File: src/rtl/pwm_dead_time_gen_pkg.sv
// Shared defaults for the PWM dead-time generator.
package pwm_dead_time_gen_pkg;

  localparam int unsigned CNT_W_DEFAULT  = 4;
  localparam int unsigned DEAD_DEFAULT   = 2;
  localparam int unsigned DT_W_DEFAULT   = 4;
  // Duty must be able to express 2^CNT_W (always on), hence one extra bit.
  localparam int unsigned DUTY_W_DEFAULT = CNT_W_DEFAULT + 1;

endpackage

File: src/rtl/pwm_dead_time_core.sv
// Dead-time insertion: holds both drives low for DEAD cycles after every raw
// edge and after enable rises, so high and low side never conduct together.
module pwm_dead_time_core
  import pwm_dead_time_gen_pkg::*;
#(
  parameter int unsigned DEAD = DEAD_DEFAULT,
  parameter int unsigned DT_W = DT_W_DEFAULT
) (
  input  logic clk,
  input  logic rst_n,
  input  logic raw_d,
  input  logic raw_q,
  input  logic en,
  output logic pwm_h,
  output logic pwm_l
);

  localparam logic [DT_W-1:0] DeadLoad = DT_W'(DEAD);

  logic [DT_W-1:0] dt_cnt_q, dt_cnt_d;

  // Reload on the same edge raw_q takes its new value (raw_d differs), so the
  // dead window starts exactly with the raw transition.
  always_comb begin
    dt_cnt_d = dt_cnt_q;
    if (!en || (raw_d != raw_q)) begin
      dt_cnt_d = DeadLoad;
    end else if (dt_cnt_q != '0) begin
      dt_cnt_d = dt_cnt_q - DT_W'(1);
    end
  end

  // Dead-time counter register.
  always_ff @(posedge clk or negedge rst_n) begin
    if (!rst_n) begin
      dt_cnt_q <= DeadLoad;
    end else begin
      dt_cnt_q <= dt_cnt_d;
    end
  end

  // Drives are gated combinationally by en so disable acts immediately.
  always_comb begin
    pwm_h = en && raw_q && (dt_cnt_q == '0);
    pwm_l = en && !raw_q && (dt_cnt_q == '0);
  end

endmodule

File: src/rtl/pwm_dead_time_gen.sv
// Complementary PWM generator: wrap detect on the upstream count, shadowed
// duty with valid/ready load, duty compare, and dead-time insertion.
module pwm_dead_time_gen
  import pwm_dead_time_gen_pkg::*;
#(
  parameter int unsigned CNT_W = CNT_W_DEFAULT,
  parameter int unsigned DEAD  = DEAD_DEFAULT,
  parameter int unsigned DT_W  = DT_W_DEFAULT
) (
  input  logic             clk,
  input  logic             rst_n,
  input  logic [CNT_W-1:0] count_in,
  input  logic             en,
  input  logic             cfg_valid,
  input  logic [CNT_W:0]   cfg_duty,
  output logic             cfg_ready,
  output logic             pwm_h,
  output logic             pwm_l,
  output logic             period_start,
  output logic             upd_done
);

  localparam int unsigned DUTY_W = CNT_W + 1;

  logic [CNT_W-1:0]  count_q;
  logic [DUTY_W-1:0] active_duty_q, shadow_q, eff_duty;
  logic              pending_q, raw_q, raw_d;
  logic              period_start_q, upd_done_q;
  logic              start, apply, xfer;

  // Wrap detect, transfer/apply qualifiers and duty compare.
  always_comb begin
    start    = (count_in == '0) && (count_q != '0);
    apply    = start && pending_q;
    xfer     = cfg_valid && !pending_q;
    // A duty applied at this wrap already governs the first cycle of the period.
    eff_duty = apply ? shadow_q : active_duty_q;
    raw_d    = eff_duty > {1'b0, count_in};
  end

  assign cfg_ready    = !pending_q;
  assign period_start = period_start_q;
  assign upd_done     = upd_done_q;

  // Previous count; all-ones at reset so the first zero counts as a wrap.
  always_ff @(posedge clk or negedge rst_n) begin
    if (!rst_n) begin
      count_q <= '1;
    end else begin
      count_q <= count_in;
    end
  end

  // Shadow load on handshake, promotion to active duty on wrap.
  always_ff @(posedge clk or negedge rst_n) begin
    if (!rst_n) begin
      active_duty_q <= '0;
      shadow_q      <= '0;
      pending_q     <= 1'b0;
    end else if (apply) begin
      active_duty_q <= shadow_q;
      pending_q     <= 1'b0;
    end else if (xfer) begin
      shadow_q  <= cfg_duty;
      pending_q <= 1'b1;
    end
  end

  // Registered compare result and status pulses.
  always_ff @(posedge clk or negedge rst_n) begin
    if (!rst_n) begin
      raw_q          <= 1'b0;
      period_start_q <= 1'b0;
      upd_done_q     <= 1'b0;
    end else begin
      raw_q          <= raw_d;
      period_start_q <= start;
      upd_done_q     <= apply;
    end
  end

  pwm_dead_time_core #(
    .DEAD (DEAD),
    .DT_W (DT_W)
  ) u_core (
    .clk   (clk),
    .rst_n (rst_n),
    .raw_d (raw_d),
    .raw_q (raw_q),
    .en    (en),
    .pwm_h (pwm_h),
    .pwm_l (pwm_l)
  );

endmodule

File: config.mk
export PLATFORM = sky130hd
export DESIGN_NAME = pwm_dead_time_gen
export DESIGN_NICKNAME = d
export VERILOG_FILES = /design/src/rtl/pwm_dead_time_gen_pkg.sv /design/src/rtl/pwm_dead_time_core.sv /design/src/rtl/pwm_dead_time_gen.sv
export SDC_FILE = /design/constraint.sdc
export NUM_CORES = 1
export LEC_CHECK = 0
export ABC_AREA = 1
export CAP_MARGIN = 20
export CELL_PAD_IN_SITES_DETAIL_PLACEMENT = 1
export CELL_PAD_IN_SITES_GLOBAL_PLACEMENT = 1
export CORE_ASPECT_RATIO = 0.5
export CORE_UTILIZATION = 40
export CTS_CLUSTER_SIZE = 25
export DETAILED_ROUTE_END_ITERATION = 10
export HOLD_SLACK_MARGIN = 0.05
export PLACE_DENSITY = 0.78
export REMOVE_ABC_BUFFERS = 1
export SETUP_SLACK_MARGIN = 0.05
export SYNTH_ARGS = -nofsm -noshare
export SYNTH_HDL_FRONTEND = slang
export SYNTH_SLANG_ARGS = --single-unit
File: constraint.sdc
create_clock -name clk -period 2.33 [get_ports clk]
set_input_delay 0.699 -clock clk [delete_from_list [all_inputs] [get_ports clk]]
set_output_delay 0.699 -clock clk [all_outputs]
set_load 0.02 [all_outputs]
==> flow_metrics.env, run 1 <==
export IMPL_routed_wl_um=3283
export IMPL_peakVddDrop_mv=0.5443
export IMPL_synth_compound_area_share_pct=2.602
export IMPL_stdcell_count=193
export IMPL_grt_max_degree=23
export IMPL_slew_headroom_pct=80.48
export IMPL_total_power_uw=1369
export IMPL_track_usage_pct=20.65
export IMPL_crit_type="in -> reg"
export IMPL_synth_seq_area_share_pct=50.34
export IMPL_cts_hold_fix_buffers=0
export IMPL_synthTopCellsByArea="dfrtp_1, dfstp_2, nand2_1"
export IMPL_path_clk_slew_ns=0.08
export IMPL_htreeDepth=1
export IMPL_diodes=0
export IMPL_gr_max_usage_layer="met2"
export IMPL_wl_per_cell_um=17.01
export IMPL_synthArstFlopShare_pct=100.0
export IMPL_synth_edf_count=0
export IMPL_synth_largest_area_cell="dfrtp_1"
export IMPL_r2r_end="u_core.dt_cnt_q[2]"
export IMPL_yosysMostFrequentCell="nand2_1"
export IMPL_root_buffer="clkbuf_8"
export IMPL_core_um2=2603
export IMPL_use_met2_pct=45.27
export IMPL_worst_pin_slew_ns=0.2928
export IMPL_insertion_delay_ns=0.27
export IMPL_fp_dieW_um=76.37
export IMPL_cp_max_fo=7
export IMPL_status="complete, no violations"
export IMPL_r2r_slack_ns=0.07
export IMPL_regArea_um2=556.8
export IMPL_r2r_start="count_q[1]"
export IMPL_ant_nets=0
export IMPL_clk_path_buf_depth=2
export IMPL_final_nets=175
export IMPL_fin_skew_ns=0.004394
export IMPL_viasPerCell=4.715
export IMPL_multi_input_area_um2=558.0
export IMPL_hold_slack_ns=0.5147
export IMPL_num_rows=13
export IMPL_dp_slack_ns=-0.5233
export IMPL_drc=0
export IMPL_die_area_um2=2992
export IMPL_power_density_nw_per_um2=821.7
export IMPL_synth_top_family_by_area="simple AND/OR/NAND/NOR gates"
export IMPL_synth_warnings=0
export IMPL_cap_violations=0
export IMPL_vias=910
export IMPL_arrival_ns=2.52
export IMPL_p_leak_uw=0.0008239
export IMPL_dr_pass1_iters=4
export IMPL_maxSlewViolCount=0
export IMPL_grt_remaining_overflow=0
export IMPL_start_util_pct=42.50
export IMPL_synthSimpleGateAreaFrac_pct=29.75
export IMPL_hp_class="reg -> reg"
export IMPL_area_delta_synth_final_pct=50.68
export IMPL_syn_inst=109
export IMPL_muxShareOfSynthArea_pct=4.072
export IMPL_routabilityCongestion=0.6996
export IMPL_dp_hpwl_um=1770
export IMPL_fin_crit_ns=2.307
export IMPL_drt_iter0_drc=29
export IMPL_cts_tree="built"
export IMPL_r2r_cells=14
export IMPL_die_h_um=39.19
export IMPL_antenna_found_initial=0
export IMPL_grt_pass1_vias=936
export IMPL_cts_sinks=22
export IMPL_fillers=295
export IMPL_drive_gt1_share_pct=49.36
export IMPL_netlist_area_um2=1106
export IMPL_final_core_util_pct=64.04
export IMPL_gr_usage_met3_pct=4.941
export IMPL_fin_crit_sh_pct=99.01
export IMPL_ys_types=22
export IMPL_min_to="shadow_q[3]"
export IMPL_synth_adder_area_share_pct=5.656
export IMPL_port_buffers=17
export IMPL_cts_buffers_inserted=3
export IMPL_synth_top_area_share_pct=38.46
export IMPL_num_io_pins=18
export IMPL_synth_ff_type="dfrtp_1"
export IMPL_setup_viol=0
export IMPL_avgSynthCellArea_um2=10.15
export IMPL_fmax_ghz=0.4335
export IMPL_fin_ws_ns=0.02312
export IMPL_synth_common_cells="nand2_1, dfrtp_1, inv_1, inv_2, nor2_1"
export IMPL_met1_usage_pct=21.32
export IMPL_finalHoldViolCount=0
export IMPL_dp_cells=177
export IMPL_rsz0062_at_grt="true"
export IMPL_worst_setup_path_start_kind="primary input"
export IMPL_ys_ff_latch=22
export IMPL_min_from="shadow_q[3]"
export IMPL_cp_end_kind="flop"
export IMPL_grt_pass1_wl_um=4443
export IMPL_synth_xor_area_share_pct=0.7919
export IMPL_cp_required_ns=2.54
export IMPL_hold_depth=1
==> sequential cells by signal (all words and copies together) (netlist names) <==
register         count
upd_done             1
period_start         1
count_q              4
pending_q            1
active_duty_q        5
shadow_q             5
u_core.dt_cnt_q      4
raw_q                1
==> worst max path at each step <==
| stage | from | end | slack (ns) |
|---|---|---|---|
| after detailed placement | count_in[3] | u_core.dt_cnt_q[0] | -0.52 |
| after CTS | count_in[3] | u_core.dt_cnt_q[0] | 0.05 |
| final | count_in[0] | u_core.dt_cnt_q[2] | 0.02 |
| after global placement | count_in[3] | u_core.dt_cnt_q[0] | -0.42 |
| after global routing | count_in[2] | u_core.dt_cnt_q[2] | -0.04 |
| after floorplan | count_in[1] | u_core.dt_cnt_q[0] | 0.11 |
==> report_power, final <==
part	total, µW	switching [µW]	internal [µW]
clock	254	131	123
sequential	536	59.5	476
combinational	580	319	261
==> cell families (layout without fill, tap and decap cells) <==
family | Yosys count | in the layout
buf+inv | 20 | 67
compound gates | 5 | 5
mux | 4 | 4
flops | 22 | 22
simple gates | 52 | 52
fa+ha+maj | 5 | 5
xor+xnor | 1 | 1
==> cells in the final DEF, fill, tap and decap left out, types with 4 or more instances in the layout <==
cell type | synthesis | routed
buf_6 | 0 | 4
mux2_1 | 4 | 4
inv_1 | 13 | 11
dfstp_2 | 5 | 5
nand2_2 | 1 | 7
nand2_1 | 22 | 14
nand4_1 | 5 | 5
nor2_1 | 6 | 6
clkdlybuf4s50_1 | 0 | 10
dfrtp_1 | 17 | 17
nand2_4 | 5 | 7
buf_4 | 0 | 27
inv_2 | 7 | 6
==> layout make-up <==
class                      instances  share of cell area, %
tap                               37                  2.778
timing repair buffer              43                  22.52
multi-input combinational         67                  33.48
inverter                          20                  5.105
sequential                        22                  33.41
clock buffer                       4                  2.703
==> layer usage <==
metal  routed length (µm)  share of wire [%]
met1                 1363                 42
met2                 1772                 54
met4                   42                1.3
met5                    0                  0
met3                  104                3.2
==> metrics by stage <==
stage | TNS [ns] | area, µm²
4_1_cts | 0 | 1564
3_5_place_dp | -3.106 | 1428
6_report | 0 | 1667
5_1_grt | -0.1038 | 1667
2_1_floorplan | 0 | 1106
3_3_place_gp | -2.625 | 1428
==> critical path, stage by stage <==
cell and delay (ns):
buf_6 0.10, inv_2 0.07, nand2_4 0.07, nor2_8 0.10
nand3_4 0.13, inv_4 0.12, nand2_1 0.09, nand2_1 0.15
ha_4 0.23, nand4_1 0.11, nand3b_1 0.16, nand2_4 0.12
nand3_4 0.09, nand2_4 0.08, nand3_4 0.08, nor2_2 0.11
==> what timing repair did <==
item	4_1_cts	5_1_grt
gates resized for setup	30	26
endpoints found under the setup margin	7	7
buffers inserted	7	5
pin swaps	9	18
No activity file was read; power rests on OpenSTA's default activity.
==> inputs of run 2 (changes only) <==
==> constraint.sdc (replaced) <==
create_clock -name clk -period 2.33 [get_ports clk]
set_input_delay 0.466 -clock clk [delete_from_list [all_inputs] [get_ports clk]]
set_output_delay 0.466 -clock clk [all_outputs]
set_load 0.02 [all_outputs]
==> run 2 against run 1 <==
Compared with the run above:
- setup slack better by 0.17 ns
- via count is 4.6% lower
- die area stayed put
- worst hold slack worse by 0.047 ns
- flip-flop and latch count stayed put
- first-iteration DRC count is 86% lower
- count of clock-buffer cells in the layout is 1 lower
- sequential share of layout area is 2.2 points higher
- cell area is 6.1% lower
- utilization is 3.9 points lower
- highest routed layer is now met3
==> flow_metrics.env, run 2 (synthesis results as in run 1) <==
export IMPL_rsz0062_at_grt="false"
export IMPL_pwr_share_comb_pct=35.3
export IMPL_drive_gt1_share_pct=38.00
export IMPL_switching_share_pct=33.07
export IMPL_area_delta_synth_final_pct=41.52
export IMPL_drc=0
export IMPL_insertion_delay_ns=0.27
export IMPL_crit_type="in -> reg"
export IMPL_routabilityCongestion=0.7557
export IMPL_grt_pass1_wl_um=4098
export IMPL_path_cells="dlygate4sd2_1 > inv_2 > nand2_4 > nor2_8 > nand3_4 > inv_4 > or2_1 > o21ai_2 > ha_2 > nand4_1 > nand2_4 > nand3_4 > nand2_4 > nand3_4 > nor2_2"
export IMPL_cts_buffers_inserted=3
export IMPL_htreeDepth=1
export IMPL_fp_dieW_um=76.37
export IMPL_layout_commonest_cell="buf_4"
export IMPL_setup_viol=0
export IMPL_ant_nets=0
export IMPL_slew_headroom_pct=72.08
export IMPL_fin_skew_ns=0.007914
export IMPL_num_rows=13
export IMPL_dr_pass1_iters=4
export IMPL_r2r_slack_ns=0.21
export IMPL_antenna_found_initial=0
export IMPL_num_io_pins=18
export IMPL_arrival_ns=2.34
export IMPL_power_share_clock_pct=26.2
export IMPL_start_util_pct=42.50
export IMPL_cts_sinks=22
export IMPL_grt_max_degree=14
export IMPL_peakVddDrop_mv=0.4497
export IMPL_hold_depth=1
export IMPL_core_um2=2603
export IMPL_min_from="count_in[1]"
export IMPL_cts_tree="built"
export IMPL_maxSlewViolCount=0
export IMPL_min_to="count_q[1]"
export IMPL_multi_input_area_um2=496.7
export IMPL_cp_required_ns=2.53
export IMPL_clk_path_buf_depth=2
export IMPL_crit_start="count_in[3]"
export IMPL_port_buffers=17
export IMPL_cap_violations=0
export IMPL_grt_pass1_vias=893
export IMPL_worst_setup_path_start_kind="primary input"
export IMPL_power_density_nw_per_um2=877.4
export IMPL_p_seq_share_pct=38.5
export IMPL_dp_hpwl_um=1765
export IMPL_final_core_util_pct=60.14
export IMPL_die_h_um=39.19
export IMPL_worst_pin_slew_ns=0.4174
export IMPL_drt_iter0_drc=4
export IMPL_r2r_end="u_core.dt_cnt_q[0]"
export IMPL_viasPerCell=4.642
export IMPL_hp_class="in -> reg"
export IMPL_regArea_um2=556.8
export IMPL_grt_remaining_overflow=0
export IMPL_wl_per_cell_um=14.39
export IMPL_stdcell_count=187
export IMPL_cp_slowest_cell="ha_2"
export IMPL_fillers=301
export IMPL_fin_crit_sh_pct=91.61
export IMPL_routed_wl_um=2691
export IMPL_cp_end_kind="flop"
export IMPL_gr_max_usage_layer="met2"
export IMPL_root_buffer="clkbuf_8"
export IMPL_finalHoldViolCount=0
export IMPL_p_sw_uw=454.1
export IMPL_top_regs="active_duty_q x5, shadow_q x5"
export IMPL_cp_max_fo=7
export IMPL_r2r_cells=13
export IMPL_path_clk_slew_ns=0.08
export IMPL_final_nets=169
export IMPL_gr_usage_met3_pct=5.647
export IMPL_track_usage_pct=19.24
export IMPL_fmax_ghz=0.4685
export IMPL_use_met2_pct=36.49
export IMPL_cp_slowest_stage_delay_ns=0.32
export IMPL_layout_common_cells="buf_4, nand2_1, dfrtp_1"
export IMPL_cts_hold_fix_buffers=0
export IMPL_fin_crit_ns=2.134
export IMPL_die_area_um2=2992
export IMPL_hold_slack_ns=0.4682
export IMPL_vias=868
export IMPL_r2r_start="count_q[2]"
export IMPL_p_leak_uw=0.0007915
export IMPL_met1_usage_pct=22.53
export IMPL_power_internal_uw=919.2
export IMPL_diodes=0
export IMPL_dp_cells=177
export IMPL_status="complete, no violations"
==> run 2: cell types whose count changed in the layout (fill, tap and decap cells not counted), moves of 2 or more <==
| cell | before | now |
|---|---|---|
| nand2_1 | 14 | 19 |
| buf_4 | 27 | 20 |
| buf_6 | 4 | 0 |
| nand2_4 | 7 | 5 |
| dlygate4sd2_1 | 0 | 5 |
| ha_4 | 3 | 1 |
| nor3_1 | 1 | 3 |
| nand2_2 | 7 | 4 |
==> run 2: cell type report <==
type | instances | share of cell area [%]
sequential | 22 | 35.57
multi-input combinational | 67 | 31.73
timing repair buffer | 37 | 20.22
inverter | 20 | 4.956
tap | 37 | 2.958
clock buffer | 3 | 2.638
clock inverter | 1 | 1.918
==> run 2: per-stage QoR <==
| stage | setup TNS [ns] | instance area [µm²] | total power, µW | setup WS (ns) |
|---|---|---|---|---|
| final | 0 | 1565 | 1373 | 0.1956 |
| after global routing | 0 | 1565 | 1462 | 0.002578 |
| after CTS | 0 | 1540 | 1355 | 0.05275 |
| after detailed placement | -1.159 | 1428 | 977.9 | -0.2840 |
| after global placement | -0.7216 | 1428 | 953.7 | -0.1892 |
| after floorplan | 0 | 1106 | 823.9 | 0.3383 |
==> run 2: how the worst max path moves through the flow <==
stage | end | depth (start not counted) | slack (ns)
2_1_floorplan | u_core.dt_cnt_q[0] | 16 | 0.34
3_3_place_gp | u_core.dt_cnt_q[2] | 18 | -0.19
3_5_place_dp | u_core.dt_cnt_q[0] | 18 | -0.28
4_1_cts | u_core.dt_cnt_q[0] | 18 | 0.05
5_1_grt | u_core.dt_cnt_q[2] | 18 | 0.003
6_report | u_core.dt_cnt_q[0] | 15 | 0.20
==> run 2: per-layer routing <==
metal	up-vias	part of all wire, %
li1	428	-
met1	430	44
met2	10	53
met3	0	2.3
met4	0	0
met5	-	0
==> run 2: critical path, delay by kind of cell <==
kind / cells / cell delay, ns
AOI/OAI and AO/OA: 1 / 0.07
and+or+nand+nor: 10 / 1.02
adders and majority gates: 1 / 0.32
buffers and inverters: 3 / 0.45
==> run 2: what timing repair did <==
action,CTS,global route
pin swaps,1,4
endpoints found under the setup margin,6,4
cloned,0,0
setup buffers,4,2
gates resized for setup,8,5
==> run 2: power groups by stage <==
| stage | Sequential [µW] | Combinational (µW) | Clock (µW) |
|---|---|---|---|
| 6_report | 528 | 485 | 360 |
| 5_1_grt | 538 | 540 | 384 |
| 4_1_cts | 529 | 461 | 365 |
| 3_5_place_dp | 535 | 443 | 0 |
| 3_3_place_gp | 529 | 425 | 0 |
| 2_1_floorplan | 520 | 304 | 0 |
==> RTL edit 1: new RTL, config.mk and constraints of run 2 <==
Make the reset (`rst_n`) synchronous in 4 clocked blocks.
--- a/src/rtl/pwm_dead_time_core.sv
+++ b/src/rtl/pwm_dead_time_core.sv
@@ -31,7 +31,7 @@
   end
 
   // Dead-time counter register.
-  always_ff @(posedge clk or negedge rst_n) begin
+  always_ff @(posedge clk) begin
     if (!rst_n) begin
       dt_cnt_q <= DeadLoad;
     end else begin
--- a/src/rtl/pwm_dead_time_gen.sv
+++ b/src/rtl/pwm_dead_time_gen.sv
@@ -43,7 +43,7 @@
   assign upd_done     = upd_done_q;
 
   // Previous count; all-ones at reset so the first zero counts as a wrap.
-  always_ff @(posedge clk or negedge rst_n) begin
+  always_ff @(posedge clk) begin
     if (!rst_n) begin
       count_q <= '1;
     end else begin
@@ -52,7 +52,7 @@
   end
 
   // Shadow load on handshake, promotion to active duty on wrap.
-  always_ff @(posedge clk or negedge rst_n) begin
+  always_ff @(posedge clk) begin
     if (!rst_n) begin
       active_duty_q <= '0;
       shadow_q      <= '0;
@@ -67,7 +67,7 @@
   end
 
   // Registered compare result and status pulses.
-  always_ff @(posedge clk or negedge rst_n) begin
+  always_ff @(posedge clk) begin
     if (!rst_n) begin
       raw_q          <= 1'b0;
       period_start_q <= 1'b0;
Formal check against the unedited RTL: differs if rst_n is asserted again (counterexample within 4 cycles, from zero or initial values and one cycle with rst_n low); with rst_n held inactive, the same outputs for 10 cycles.
==> RTL edit 1 against run 2 <==
Cell area fell by 4.4%; maximum frequency fell by 4.5%; global-route usage rose by 3.1 points; clock skew fell by 5.7 ps; worst setup slack got worse by 100 ps; sequential cell count did not move; routed wire length rose by 8.9%; area after synthesis fell by 3.5%.
Power is not compared: it rests on default switching activity, and its combinational part moved more than twofold at a synthesized area within 25%.
==> RTL edit 1: results (changes against run 2) <==
| Stage | Item | Reported | Delta |
| --- | --- | --- | --- |
| placed design | Final estimated routing congestion in global placement | 0.769 | +1.8% |
| worst setup path | FF-to-FF path depth | 15 | +2 |
| worst setup path | Capture instance of the worst register-to-register path | u_core.dt_cnt_q[0]$_SDFFE_PP0N_ |  |
| global routing | Total Routing Usage GR | 22.4% | +3.1 points |
| global routing | Met1 capacity usage during global routing | 24.4% | +1.9 points |
| placed design | Dpl cells | 194 | +9.6% |
| worst setup path | Startpoint of the worst register-to-register path | count_q[3]$_SDFF_PN1_ |  |
| sta | Skew final | 2.17 ps | -5.75 ps |
| route | Average vias per placed instance | 4.81 | +3.7% |
| clocking | Number of instances resized during post-cts repair | 13 | +5 |
| hold path | Launch instance of the worst min-delay path | shadow_q[4]$_SDFFE_PN0P_ |  |
| placed design | Setup slack after placement | -371 ps | -87.2 ps |
| hold path | Worst Hold Path Cells | 2 | +1 |
| global routing | Met3 demand-to-capacity share in global routing | 6.32% | +0.67 points |
| yosys | Most frequent cells after synthesis | inv_1 (27), dfxtp_1 (22), nand2_1 (16), nor2_1 (11), a21oi_1 (10) |  |
| yosys | Most used DFF post-synth | dfxtp_1 |  |
| route | Top Metal Used | met4 |  |
| yosys | Share of cell area taken by muxes after synthesis | 0.938% | -3.1 points |
| outcome | Run status | finished clean |  |
| yosys | Syn_area_per_cell | 8.02 um2 | -21% |
| global routing | Global routing met2 resource utilization | 44.8% | +8.3 points |
| yosys | Share of synthesized cell area in full adder, half adder and majority cells | 5.86% | +0.21 points |
| clocking | Setup fix buffers added after clock tree synthesis | 3 | -1 |
| route | WL per Instance | 14.5 um | +0.80% |
| worst setup path | Worst endpoint data arrival time | 2440 ps | +100 ps |
| yosys | Fraction of synthesized cell area in xor and xnor cells | 0.821% | +0.029 points |
| yosys | Largest cells by area after synthesis | dfxtp_1 (41%), inv_1 (9.5%), ha_1 (5.9%) |  |
| hold path | Path class of the lowest-slack min-delay path | reg2reg |  |
| placed design | Detailed placement HPWL | 1850 um | +4.6% |
| sta | Min Hold Slack | 501 ps | +33.0 ps |
| worst setup path | Largest fanout of any net on the critical path | 6 | -1 |
| global routing | Global-route wire length before repair | 4460 um | +8.8% |
| yosys | Fraction of synthesis flops using an asynchronous set or reset pin | 0% | -100 points |
| route | Met3 wire length | 91 um | +47% |
| route | Drt first-iter violations | 29 | +25 |
| yosys | Complex-gate fraction of the synthesized area | 10.8% | +8.2 points |
## RTL edit 1: cell types whose count changed after synthesis, moves of 4 or more
cell | before | now
nand2_1 | 22 | 16
dfrtp_1 | 17 | 0
nor2_1 | 6 | 11
o21ai_0 | 2 | 7
dfxtp_1 | 0 | 22
a21oi_1 | 2 | 10
dfstp_2 | 5 | 0
mux2_1 | 4 | 0
inv_1 | 13 | 27
## RTL edit 1: cell families (layout without fill, tap and decap cells)
| logic type | after synthesis | after routing |
|---|---|---|
| AO/OA/AOI/OAI | 21 | 21 |
| XOR/XNOR | 1 | 1 |
| adder cells (fa/ha/maj) | 5 | 5 |
| buffers and inverters | 34 | 68 |
| flip-flops | 22 | 22 |
| multiplexers | 1 | 1 |
| AND/OR/NAND/NOR | 49 | 49 |
## RTL edit 1: cell type report
| cell class | instances | area (um2) |
|---|---|---|
| fillers | 284 | 861 |
| clock inverters | 1 | 30.0 |
| inverters | 33 | 126 |
| multi-input cells | 77 | 549 |
| repair buffers | 31 | 265 |
| clock buffers | 3 | 41.3 |
| flip-flops and latches | 22 | 440 |
| well taps | 35 | 43.8 |
## RTL edit 1: worst max path at each step
stage                                      endpoint  slack [ps]  depth (start not counted)   startpoint
CTS                 u_core.dt_cnt_q[0]$_SDFFE_PP0N_          80                         18  count_in[0]
global placement    u_core.dt_cnt_q[2]$_SDFFE_PP0N_        -280                         17  count_in[0]
global route        u_core.dt_cnt_q[0]$_SDFFE_PP0N_          30                         18  count_in[0]
floorplan           u_core.dt_cnt_q[0]$_SDFFE_PP0N_         300                         17  count_in[3]
finish              u_core.dt_cnt_q[0]$_SDFFE_PP0N_          90                         18  count_in[0]
detailed placement  u_core.dt_cnt_q[0]$_SDFFE_PP0N_        -370                         17  count_in[0]
==> RTL edit 2: new RTL, config.mk and constraints of run 2 <==
Without the edit above. Set the package constant `CNT_W_DEFAULT` to 6 (it was 4).
--- a/src/rtl/pwm_dead_time_gen_pkg.sv
+++ b/src/rtl/pwm_dead_time_gen_pkg.sv
@@ -1,7 +1,7 @@
 // Shared defaults for the PWM dead-time generator.
 package pwm_dead_time_gen_pkg;
 
-  localparam int unsigned CNT_W_DEFAULT  = 4;
+  localparam int unsigned CNT_W_DEFAULT  = 6;
   localparam int unsigned DEAD_DEFAULT   = 2;
   localparam int unsigned DT_W_DEFAULT   = 4;
   // Duty must be able to express 2^CNT_W (always on), hence one extra bit.
Ports: changed (resized cfg_duty and count_in); port bits go from 18 to 22. The function was not compared with the original's and may differ.
==> RTL edit 2 against run 2 <==
The flow now finishes with violations (setup timing); sequential cell count is 6 higher; worst setup slack worse by 200 ps; largest power group unchanged; cell area is 24% higher; maximum frequency is 8.7% lower; routed wire length is 50% higher; largest cell class unchanged; area after synthesis is 19% higher; power is 6.2% higher; global-route usage is 4.9 points higher.
==> RTL edit 2: results (changes against run 2) <==
| Stage | Item | Reported | Delta |
| --- | --- | --- | --- |
| layout | Layout cell share with drive strength beyond 1 | 43.9% | +5.9 points |
| worst setup path | Worst endpoint data arrival time | 2560 ps | +220 ps |
| yosys | Fraction of synthesis flops using an asynchronous set or reset pin | 100% | unchanged |
| layout | Number of diodes | 0 | unchanged |
| placed design | Standard cell area after detailed placement | 0.00173 mm2 | +21% |
| yosys | Cells after synthesis | 135 | +24% |
| sta | Endpoints failing setup | 3 | +3 |
| outcome | Run status | finished with violations |  |
| clocking | Clock insertion delay at the later pin of the skew report | 280 ps |  |
| yosys | Share of cell area taken by muxes after synthesis | 5.11% | +1.0 points |
| yosys | Largest cells by area after synthesis | dfrtp_1 (40%), dfstp_2 (14%), nand2_1 (9.1%) |  |
| global routing | Via count of the first global-routing pass | 1278 | +43% |
| route | Total vias in the final route | 1133 | +31% |
| pwr | Proportion of total power due to net switching | 33.6% | +0.54 points |
| placed design | Final estimated routing congestion in global placement | 0.755 | -0.16% |
| yosys | Yosys warning total | 0 | unchanged |
| clocking | H-tree depth | 1 | unchanged |
| route | Final WL | 4030 um | +50% |
| yosys | Fraction of synthesized cell area in xor and xnor cells | 0.663% | -0.13 points |
| yosys | Complex-gate fraction of the synthesized area | 2.94% | +0.33 points |
| clocking | Clk buf depth | 2 | unchanged |
| yosys | Most used DFF post-synth | dfrtp_1 |  |
| yosys | Sequential cell area fraction in the yosys report | 53.7% | +3.4 points |
| clocking | Clock transition at the registers of the reported paths | 90 ps |  |
| layout | Count of placed standard cells in the final layout, fillers left out | 227 | +21% |
| route | Drt first-iter violations | 55 | +51 |
| global routing | Total Routing Usage GR | 24.1% | +4.9 points |
| yosys | Share of synthesized cell area in full adder, half adder and majority cells | 6.63% | +0.97 points |
| layout | Nets | 212 | +25% |
| route | Router iterations before antenna repair | 4 | unchanged |
| placed design | Detailed placement HPWL | 2460 um | +40% |
| pwr | VDD IR-drop max | 371 uV | -17% |
| placed design | Quantity of I/O buffers inserted on ports | 21 | +4 |
| clocking | Number of CTS-inserted buffers | 3 | unchanged |
| placed design | Dpl cells | 215 | +21% |
| yosys | Most frequent cells after synthesis | nand2_1 (32), dfrtp_1 (21), inv_1 (21), nor2_1 (12) |  |
| global routing | Pin count of the biggest net entering global routing | 29 | +15 |
| worst setup path | Largest fanout of any net on the critical path | 7 | unchanged |
| global routing | Global-route wire length before repair | 6280 um | +53% |
| pwr | Leak pwr | 0.955 nW | +21% |
| hold path | Path class of the lowest-slack min-delay path | in2reg |  |
| sta | Skew final | 5.48 ps | -2.43 ps |
| outcome | Failing checks | setup timing |  |
| yosys | Number of distinct library cells after synthesis | 23 | +4.5% |
| sta | Worst slew pin tran | 357 ps | -60.3 ps |
| layout | Largest registers | active_duty_q (7), shadow_q (7), count_q (6) |  |
| sta | Setup slack after layout | -8.92 ps | -204 ps |
RTL edit 2: through the flow:
| stage | util, % | hold slack, ps | setup TNS (ps) | worst slack [ps] |
|---|---|---|---|---|
| finish | 63.6 | 463 | -13.3 | -8.92 |
| global route | 63.6 | 458 | -552 | -154 |
| CTS | 62.4 | 464 | 0 | 56.9 |
| detailed placement | 56.4 | 477 | -2320 | -524 |
| global placement | 56.4 | 473 | -1880 | -432 |
| floorplan | - | 170 | 0 | 226 |
RTL edit 2: area by class of cell:
class / instances / area, um2
flip-flops and latches: 28 / 709
well taps: 40 / 50.0
inverters: 22 / 85.1
repair buffers: 49 / 418
fillers: 334 / 1120
multi-input cells: 84 / 641
clock buffers: 4 / 45.0
RTL edit 2: power by group through the flow:
stage / Clock, mW / Combinational, mW / Sequential, mW
after global placement: 0 / 0.397 / 0.643
after detailed placement: 0 / 0.430 / 0.649
after floorplan: 0 / 0.249 / 0.630
final: 0.271 / 0.544 / 0.643
after global routing: 0.294 / 0.597 / 0.655
after CTS: 0.269 / 0.493 / 0.640
RTL edit 2: kinds of logic after synthesis:
logic type | after synthesis
fa+ha+maj | 7
simple gates | 63
mux | 6
xor+xnor | 1
buf+inv | 23
compound gates | 7
flops | 28
RTL edit 2: per-layer routing:
| metal | routed length, um | GRT usage, % |
|---|---|---|
| met1 | 1630 | 26.5 |
| met2 | 2110 | 45.4 |
| met3 | 117 | 5.51 |
| met4 | 170 | 10.7 |
| met5 | 0 | 0 |
RTL edit 2: path summary, 6_finish.rpt:
| kind | from | endpoint | slack [ps] | cells past startpoint |
|---|---|---|---|---|
| max | count_q[2]$_DFF_PN1_ | u_core.dt_cnt_q[3]$_DFFE_PN0P_ | -9 | 18 |
| min | count_in[3] | count_q[3]$_DFF_PN1_ | 460 | 1 |
| max reg2reg | count_q[2]$_DFF_PN1_ | u_core.dt_cnt_q[3]$_DFFE_PN0P_ | -9 | 18 |
| min reg2reg | shadow_q[4]$_DFFE_PN0P_ | shadow_q[4]$_DFFE_PN0P_ | 540 | 1 |
| max in group asynchronous | rst_n | count_q[0]$_DFF_PN1_ | 1450 | 2 |
| min in group asynchronous | rst_n | u_core.dt_cnt_q[2]$_DFFE_PN0P_ | 570 | 2 |
RTL edit 2: timing repair:
action | CTS | global route
endpoints found under the setup margin | 7 | 6
gates cloned | 0 | 0
setup buffers | 6 | 2
pin swaps | 19 | 12
gates resized for setup | 40 | 12
hold endpoints to repair | 0 | 0
RTL edit 2: worst max-delay path, cell delays in order, from the launching register on:
cell	delay, ps
dfstp_2	380
nor2_2	110
nand3_2	140
nand3_4	170
inv_4	70
buf_6	120
or2_1	220
o21ai_2	100
ha_2	220
inv_2	50
nand3_2	60
nand2_1	60
nand2_1	60
nand2_1	70
nand2_2	110
nand3_4	90
nand2_4	90
nand3_4	70
nor2_2	100
